<file path="config.mk">
export PLATFORM = sky130hd
export DESIGN_NAME = friscv_memfy_wbuf
export DESIGN_NICKNAME = d
export VERILOG_FILES = /design/src/rtl/friscv_memfy_wbuf.sv
export SDC_FILE = /design/constraint.sdc
export NUM_CORES = 1
export LEC_CHECK = 0
export ABC_CLOCK_PERIOD_IN_PS = 20800
export CORE_AREA = 5 5 170 172
export DETAILED_ROUTE_END_ITERATION = 6
export DIE_AREA = 0 0 175 177
export HOLD_SLACK_MARGIN = 0.1
export PLACE_DENSITY = 0.73
export SLEW_MARGIN = 10
export SYNTH_ARGS = -nofsm -noshare
export SYNTH_HDL_FRONTEND = slang
export SYNTH_SLANG_ARGS = --single-unit
</file>
<file path="constraint.sdc">
create_clock -name aclk -period 20.8 [get_ports aclk]
set_input_delay 5.2 -clock aclk [delete_from_list [all_inputs] [get_ports aclk]]
set_output_delay 5.2 -clock aclk [all_outputs]
set_load 0.05 [all_outputs]
</file>
<file path="src/rtl/friscv_memfy_wbuf.sv">
// Posted-write buffer between memfy and the dcache memfy_* port: queues AW+W pairs,
// holds reads that hit a pending store, and caps outstanding writes. Macro: FRISCV_WBUF_BYPASS_EN.
module friscv_memfy_wbuf #(
    parameter int unsigned XLEN        = 32,
    parameter int unsigned AXI_ADDR_W  = 8,
    parameter int unsigned AXI_ID_W    = 8,
    parameter int unsigned WBUF_DEPTH  = 4,
    parameter int unsigned OSTDREQ_NUM = 4
) (
    input  logic                  aclk,
    input  logic                  arst,
    // upstream (memfy)
    input  logic                  u_awvalid,
    output logic                  u_awready,
    input  logic [AXI_ADDR_W-1:0] u_awaddr,
    input  logic [2:0]            u_awprot,
    input  logic [3:0]            u_awcache,
    input  logic [AXI_ID_W-1:0]   u_awid,
    input  logic                  u_wvalid,
    output logic                  u_wready,
    input  logic [XLEN-1:0]       u_wdata,
    input  logic [XLEN/8-1:0]     u_wstrb,
    output logic                  u_bvalid,
    input  logic                  u_bready,
    output logic [AXI_ID_W-1:0]   u_bid,
    output logic [1:0]            u_bresp,
    input  logic                  u_arvalid,
    output logic                  u_arready,
    input  logic [AXI_ADDR_W-1:0] u_araddr,
    input  logic [2:0]            u_arprot,
    input  logic [3:0]            u_arcache,
    input  logic [AXI_ID_W-1:0]   u_arid,
    output logic                  u_rvalid,
    input  logic                  u_rready,
    output logic [AXI_ID_W-1:0]   u_rid,
    output logic [1:0]            u_rresp,
    output logic [XLEN-1:0]       u_rdata,
    // downstream (dcache)
    output logic                  d_awvalid,
    input  logic                  d_awready,
    output logic [AXI_ADDR_W-1:0] d_awaddr,
    output logic [2:0]            d_awprot,
    output logic [3:0]            d_awcache,
    output logic [AXI_ID_W-1:0]   d_awid,
    output logic                  d_wvalid,
    input  logic                  d_wready,
    output logic [XLEN-1:0]       d_wdata,
    output logic [XLEN/8-1:0]     d_wstrb,
    input  logic                  d_bvalid,
    output logic                  d_bready,
    input  logic [AXI_ID_W-1:0]   d_bid,
    input  logic [1:0]            d_bresp,
    output logic                  d_arvalid,
    input  logic                  d_arready,
    output logic [AXI_ADDR_W-1:0] d_araddr,
    output logic [2:0]            d_arprot,
    output logic [3:0]            d_arcache,
    output logic [AXI_ID_W-1:0]   d_arid,
    input  logic                  d_rvalid,
    output logic                  d_rready,
    input  logic [AXI_ID_W-1:0]   d_rid,
    input  logic [1:0]            d_rresp,
    input  logic [XLEN-1:0]       d_rdata,
    // status
    output logic                  wbuf_empty,
    output logic                  wbuf_full
);

    localparam int unsigned PTR_W  = $clog2(WBUF_DEPTH);
    localparam int unsigned OST_W  = $clog2(OSTDREQ_NUM) + 1;
    localparam int unsigned STRB_W = XLEN / 8;

    typedef struct packed {
        logic [AXI_ADDR_W-1:0] addr;
        logic [2:0]            prot;
        logic [3:0]            cache;
        logic [AXI_ID_W-1:0]   id;
        logic [XLEN-1:0]       data;
        logic [STRB_W-1:0]     strb;
    } entry_t;

    entry_t             mem_q [WBUF_DEPTH];
    entry_t             mem_d [WBUF_DEPTH];
    logic [PTR_W:0]     wr_ptr_q, wr_ptr_d;
    logic [PTR_W:0]     rd_ptr_q, rd_ptr_d;
    logic               aw_done_q, aw_done_d;
    logic               w_done_q, w_done_d;
    logic [OST_W-1:0]   ost_cnt_q, ost_cnt_d;

    entry_t             head;
    entry_t             up_entry;
    logic               empty, full, ost_ok;
    logic               fifo_awvalid, fifo_wvalid;
    logic               up_pair, accept, push, pop, bypass;
    logic               aw_hs, w_hs, d_aw_hs, d_b_hs;
    logic [PTR_W:0]     used;
    logic [PTR_W-1:0]   rel;
    logic               hit;

    assign empty = (wr_ptr_q == rd_ptr_q);
    assign full  = (wr_ptr_q[PTR_W] != rd_ptr_q[PTR_W]) &&
                   (wr_ptr_q[PTR_W-1:0] == rd_ptr_q[PTR_W-1:0]);
    assign used  = wr_ptr_q - rd_ptr_q;

    assign wbuf_empty = empty;
    assign wbuf_full  = full;

    assign head   = mem_q[rd_ptr_q[PTR_W-1:0]];
    assign ost_ok = (ost_cnt_q < OST_W'(OSTDREQ_NUM));

    assign up_entry = '{addr: u_awaddr, prot: u_awprot, cache: u_awcache,
                        id: u_awid, data: u_wdata, strb: u_wstrb};

    assign up_pair = u_awvalid & u_wvalid;
    assign accept  = up_pair & ~full;

`ifdef FRISCV_WBUF_BYPASS_EN
    // Empty buffer and an idle, ready dcache: forward the pair in the same cycle.
    assign bypass = empty & ~aw_done_q & ~w_done_q & ost_ok & d_awready & d_wready & up_pair;
`else
    assign bypass = 1'b0;
`endif

    assign push = accept & ~bypass;

    assign u_awready = accept;
    assign u_wready  = accept;

    assign fifo_awvalid = ~empty & ~aw_done_q & ost_ok;
    assign fifo_wvalid  = ~empty & ~w_done_q;

    assign d_awvalid = bypass | fifo_awvalid;
    assign d_wvalid  = bypass | fifo_wvalid;
    assign d_awaddr  = bypass ? up_entry.addr  : head.addr;
    assign d_awprot  = bypass ? up_entry.prot  : head.prot;
    assign d_awcache = bypass ? up_entry.cache : head.cache;
    assign d_awid    = bypass ? up_entry.id    : head.id;
    assign d_wdata   = bypass ? up_entry.data  : head.data;
    assign d_wstrb   = bypass ? up_entry.strb  : head.strb;

    assign aw_hs   = fifo_awvalid & d_awready;
    assign w_hs    = fifo_wvalid & d_wready;
    assign d_aw_hs = d_awvalid & d_awready;
    assign d_b_hs  = d_bvalid & u_bready;

    // Head retires once both of its channels have handshaked, in either order.
    assign pop = ~empty & (aw_done_q | aw_hs) & (w_done_q | w_hs);

    // Read-after-write hazard: any buffered store to the same word blocks the read.
    always_comb begin
        hit = 1'b0;
        rel = '0;
        for (int unsigned i = 0; i < WBUF_DEPTH; i++) begin
            rel = PTR_W'(i) - rd_ptr_q[PTR_W-1:0];
            if (({1'b0, rel} < used) &&
                (mem_q[i].addr[AXI_ADDR_W-1:2] == u_araddr[AXI_ADDR_W-1:2])) begin
                hit = 1'b1;
            end
        end
    end

    assign d_arvalid = u_arvalid & ~hit;
    assign u_arready = d_arready & ~hit;
    assign d_araddr  = u_araddr;
    assign d_arprot  = u_arprot;
    assign d_arcache = u_arcache;
    assign d_arid    = u_arid;

    assign u_bvalid = d_bvalid;
    assign u_bid    = d_bid;
    assign u_bresp  = d_bresp;
    assign d_bready = u_bready;

    assign u_rvalid = d_rvalid;
    assign u_rid    = d_rid;
    assign u_rresp  = d_rresp;
    assign u_rdata  = d_rdata;
    assign d_rready = u_rready;

    // Next-state for storage, pointers, handshake flags and outstanding count.
    always_comb begin
        mem_d     = mem_q;
        wr_ptr_d  = wr_ptr_q;
        rd_ptr_d  = rd_ptr_q;
        aw_done_d = aw_done_q | aw_hs;
        w_done_d  = w_done_q | w_hs;
        ost_cnt_d = ost_cnt_q;

        if (push) begin
            mem_d[wr_ptr_q[PTR_W-1:0]] = up_entry;
            wr_ptr_d = wr_ptr_q + (PTR_W+1)'(1);
        end
        if (pop) begin
            rd_ptr_d  = rd_ptr_q + (PTR_W+1)'(1);
            aw_done_d = 1'b0;
            w_done_d  = 1'b0;
        end

        case ({d_aw_hs, d_b_hs})
            2'b10:   ost_cnt_d = ost_cnt_q + OST_W'(1);
            2'b01:   ost_cnt_d = ost_cnt_q - OST_W'(1);
            default: ost_cnt_d = ost_cnt_q;
        endcase
    end

    always_ff @(posedge aclk or posedge arst) begin
        if (arst) begin
            for (int unsigned i = 0; i < WBUF_DEPTH; i++) begin
                mem_q[i] <= '0;
            end
            wr_ptr_q  <= '0;
            rd_ptr_q  <= '0;
            aw_done_q <= 1'b0;
            w_done_q  <= 1'b0;
            ost_cnt_q <= '0;
        end else begin
            mem_q     <= mem_d;
            wr_ptr_q  <= wr_ptr_d;
            rd_ptr_q  <= rd_ptr_d;
            aw_done_q <= aw_done_d;
            w_done_q  <= w_done_d;
            ost_cnt_q <= ost_cnt_d;
        end
    end

endmodule
</file>
# After elaboration in Yosys (flattened, before gate mapping)
# Cells that the tools add are included.
# word_totals
register_bits	247
inputBits	146
output_inout_bits	146
word_cells	96
# classes
n_addsub	9
magnitude_cmp	8
eq_ne	9
n_mux	13
bitwise_logic	21
reduce_logical	7
# op_table
cell	count
236-bit bitwise mux	1
59-bit two-way mux	3
59-bit binary-select mux with 2-bit select	1
59-bit demux with 2-bit select	1
6-bit == test	4
1-bit AND	12
2-bit by 3-bit less-than comparator with 1-bit output	4
3-bit by 1-bit adder with 3-bit output (second input constant)	3
3-bit >= comparator (second input constant)	2
1-bit logical AND	6
1-bit two-way mux	6
2-bit inverter with 3-bit output	2
3-bit one-hot mux with 2 select lines	1
1-bit inverter	5
1-bit by 2-bit subtractor with 2-bit output (first input constant)	2
2-bit subtractor (first input constant)	2
3-bit == test	1
3-bit by 1-bit less-than comparator with 1-bit output (second input constant)	1
3-bit less-than comparator (second input constant)	1
3-bit by 1-bit subtractor with 3-bit output (second input constant)	1
3-bit subtractor	1
2-bit by 1-bit == test with 1-bit output (second input constant)	1
2-bit == test	1
2-bit == test (second input constant)	1
3 further kinds	4

# Logic depth before layout (Yosys ltp)
# depth
depth_word	9
depth_mapped	15
ltp_nobuf	12

# Worst setup path before layout
# Ideal clock, no wire load.
# synth_timing
path_type	input to output
from	input u_araddr[3]
to	output d_arvalid
arrival_time_ns	6.455
slack_ns	9.145
path_stages	6
path_cell_list	clkbuf_1 xor2_1 nor4_1 o2111ai_1 nand4_1 nor2_1
# synth_between
elab_chain_len	8
# synth_lines
item	line	source
from (decl)	29	input logic [AXI_ADDR_W-1:0] u_araddr,
6-bit == test	156	(mem_q[i].addr[AXI_ADDR_W-1:2] == u_araddr[AXI_ADDR_W-1:2])) begin
1-bit logical AND	155	if (({1'b0, rel} < used) &&
1-bit two-way mux (3 in a row)	155	
1-bit two-way mux *	155	
1-bit inverter *	162	assign d_arvalid = u_arvalid & ~hit;
1-bit AND *	162	
to (decl)	53	output logic d_arvalid,
# Every way passes the cells marked *; elsewhere a longest branch is shown, timed or not.

# Worst setup path in the final report
# layout_timing
from	input u_araddr[2]
to	output d_arvalid
# The elaborated chain is that of the path after synthesis.

==> impl_metrics.csv <==
group,metric,value,unit
place,pre_cts_ws,8.241,ns
yosys,synth_cells,770,
cells_and_area,fin_nets,995,
yosys,synthMuxAreaShare,34.31,%
pwr,ir_drop,0.1612,mV
worst_hold_path,hp-class,"reg2reg",
yosys,avgSynthCellArea,15.55,µm²
global_routing,grt_overflow,0,
yosys,synth_nets,932,
worst_setup_path,crit_chain,"clkdlybuf4s50_1 > xor2_1 > nor4_1 > o2111ai_1 > nand4_1 > nor2_1 > clkdlybuf4s50_1",
place,place_hpwl,14.05,mm
die,rows,61,
route,wl_per_cell,19.68,µm
sta,setup_viol,0,
place,placement.io_buffers,149,
route,vias_per_cell,5.317,
die,core_area,27320,µm²
yosys,synth_cell_type_count,28,
clocking,cts_tree,"yes",
worst_setup_path,critPathKind,"in2out",
cells_and_area,drive_gt1_share,41.43,%
die,fp.dieH,177,µm
global_routing,track_usage,15.48,%
route,drt_first_iter_violations,241,
route,ant_nets,0,
cells_and_area,synthToLayoutAreaGrowth,16.97,%
sta,fin_crit,12.56,ns
die,die_x,175,µm
sta,fin_ws,8.240,ns
cells_and_area,post-route-util,51.27,%
sta,clock-skew-final,0.01979,ns
die,initial_utilization,43.83,%
yosys,ys_seq_elements,247,
sta,period_share,60.38,%
worst_setup_path,startpoint_type,"input port",
place,gp_congestion,0.7203,
clocking,cts_buffer_depth,3,
cells_and_area,diodes,0,
sta,tightest_slew,1.090,ns
global_routing,grt_max_degree,127,
clocking,cts_buffers,27,
route,drc_errors,0,
clocking,clkLatencyLatePin,0.54,ns
worst_setup_path,cp_common_cell,"clkdlybuf4s50_1",
run_status,status,"finished, final reports clean",
pwr,power,2.795,mW
worst_setup_path,worstPathRequired,15.60,ns
sta,hold_viol,0,
yosys,seq_area_frac_synth,51.61,%
pwr,power.density,199.5,nW/µm²
worst_setup_path,worstSetupEndpointType,"primary output",
global_routing,grt_pass1_wl,39.10,mm
yosys,synthAdderAreaFrac,1.797,%
sta,max_freq,79.62,MHz
cells_and_area,fin_area,14010,µm²
sta,maxSlewHeadroom,27.34,%
yosys,synth_xor_xnor_area_share,2.413,%
sta,slew_violations,0,
clocking,cts.sinks,247,
yosys,synth_top_family_by_area,"multiplexers",
route,vias,6370,
die,io_pins,292,
worst_setup_path,critPathMaxFanout,5,
yosys,synth_compound_area_share,0.6268,%
yosys,ys_warn_count,0,
clocking,cts_resized,0,
pwr,p_leak,6.052,nW
sta,rsz0062_at_grt,"no",
clocking,cts-hold-fix-buffers,0,
worst_setup_path,slowest_stage,"clkdlybuf4s50_1",
worst_setup_path,max_stage_delay,0.70,ns
route,wirelength,23.57,mm
route,drt-pass1-iter-count,4,
place,placed_area,13090,µm²
yosys,syn_area,11980,µm²
global_routing,antenna_found_initial,0,
global_routing,grt_pass1_vias,6922,
sta,finalSetupTns,0,ns
clocking,clkTransAtPathRegs,0.06,ns
clocking,postCtsSetupRepairBufs,0,
worst_setup_path,worst_ep_arrival_time,7.36,ns
job,maxCapViolCount,0,
die,dieArea,30980,µm²
worst_setup_path,r2r_slack,17.78,ns
clocking,cts.htree.levels,1,
yosys,synth-simple-area-share,1.515,%
clocking,cts-root-buf,"clkbuf_16",
==> worst paths after layout <==
kind                       cells after the start      endpoint         start
setup reg to reg                               6    mem_q[113]   rd_ptr_q[0]
setup / recovery                               7     d_arvalid   u_araddr[2]
max in group asynchronous                      3   rd_ptr_q[1]          arst
hold / removal                                 1  ost_cnt_q[0]  ost_cnt_q[0]
min in group asynchronous                      2    mem_q[136]          arst
hold reg to reg                                1  ost_cnt_q[0]  ost_cnt_q[0]
==> placed cells by master (no fill, tap or decap) <==
cell,count
clkdlybuf4s50_1,149
nor2_1,11
dfrtp_4,2
inv_16,1
clkinv_2,7
o21ai_0,2
nor4_1,4
mux2i_1,1
nand4_1,1
inv_8,1
mux2_4,30
mux4_2,59
and2b_4,1
xnor2_1,15
dfrtp_1,245
mux2_2,206
and2_1,1
o2111ai_1,4
bufinv_16,3
inv_6,1
clkbuf_8,6
buf_4,4
nand2_4,4
xor2_1,18
ha_1,14
clkbuf_16,27
nor3_1,2
nor2_8,1
clkbuf_1,3
nand2_1,6
a21oi_1,6
fa_1,2
inv_1,15
==> metal layers <==
layer / up-vias / share of wire [%] / GRT usage (%) / routed length [µm]
met5: - / 0 / 0 / 0
met1: 3366 / 44 / 21.19 / 10330
met2: 158 / 49 / 25.45 / 11500
li1: 2809 / - / - / -
met4: 0 / 2.0 / 3.502 / 466
met3: 37 / 5.4 / 3.610 / 1272
==> power breakdown <==
group | switching, mW | total (mW) | leakage [nW] | internal, mW
clock network | 0.194 | 0.491 | 0.463 | 0.297
logic | 0.770 | 1.43 | 2.61 | 0.662
registers | 0.147 | 0.871 | 2.97 | 0.724
==> registers in the layout (all words and copies together), names as in the netlist <==
signal	count
mem_q	236
ost_cnt_q	3
rd_ptr_q	3
wr_ptr_q	3
aw_done_q	1
w_done_q	1
==> metrics by stage <==
stage | hold WS [ns] | cells
after floorplan | 0.4465 | 770
after global placement | 0.4611 | 1150
after detailed placement | 0.4654 | 1150
after CTS | 0.4766 | 1198
after global routing | 0.5079 | 1198
final | 0.4737 | 1198
==> final cells by class <==
cell class / count / area (µm²)
clock buffer: 36 / 769.5
inverter: 16 / 67.56
sequential: 247 / 6188
multi-input combinational: 388 / 4875
clock inverter: 12 / 153.9
fill: 2284 / 13320
timing repair buffer: 153 / 1521
tap: 346 / 432.9
==> worst max-delay path: cells and delay by family <==
| kind | cells | cell delay (ns) |
|---|---|---|
| compound gates | 1 | 0.16 |
| xor+xnor | 1 | 0.20 |
| buf+inv | 2 | 1.25 |
| simple gates | 3 | 0.54 |
==> logic make-up (layout without fill, tap and decap cells) <==
group | after synthesis | after routing
mux | 296 | 296
buf+inv | 135 | 217
simple gates | 31 | 31
xor+xnor | 33 | 33
compound gates | 12 | 12
flops | 247 | 247
fa+ha+maj | 16 | 16
==> synth_stat cells <==
master | instances | share of area (%)
xnor2_1 | 15 | 1.1
nand2_2 | 1 | 0.052
nor3_1 | 2 | 0.084
fa_1 | 2 | 0.33
nor2_8 | 1 | 0.17
o2111ai_1 | 4 | 0.29
and2b_4 | 1 | 0.084
xor2_1 | 18 | 1.3
o21ai_0 | 2 | 0.084
a21oi_1 | 6 | 0.25
mux2_2 | 206 | 19
dfrtp_1 | 247 | 52
clkbuf_1 | 2 | 0.063
nand4_1 | 1 | 0.052
ha_1 | 14 | 1.5
nand2_4 | 3 | 0.28
buf_1 | 2 | 0.063
inv_1 | 16 | 0.50
buf_2 | 23 | 0.96
mux2_4 | 30 | 3.8
nor2_1 | 11 | 0.34
mux2i_1 | 1 | 0.084
and2_1 | 1 | 0.052
nand2_1 | 6 | 0.19
nor4_1 | 4 | 0.21
buf_4 | 80 | 5.0
mux4_2 | 59 | 11
buf_6 | 12 | 1.1
No activity file was read; power rests on OpenSTA's default activity.
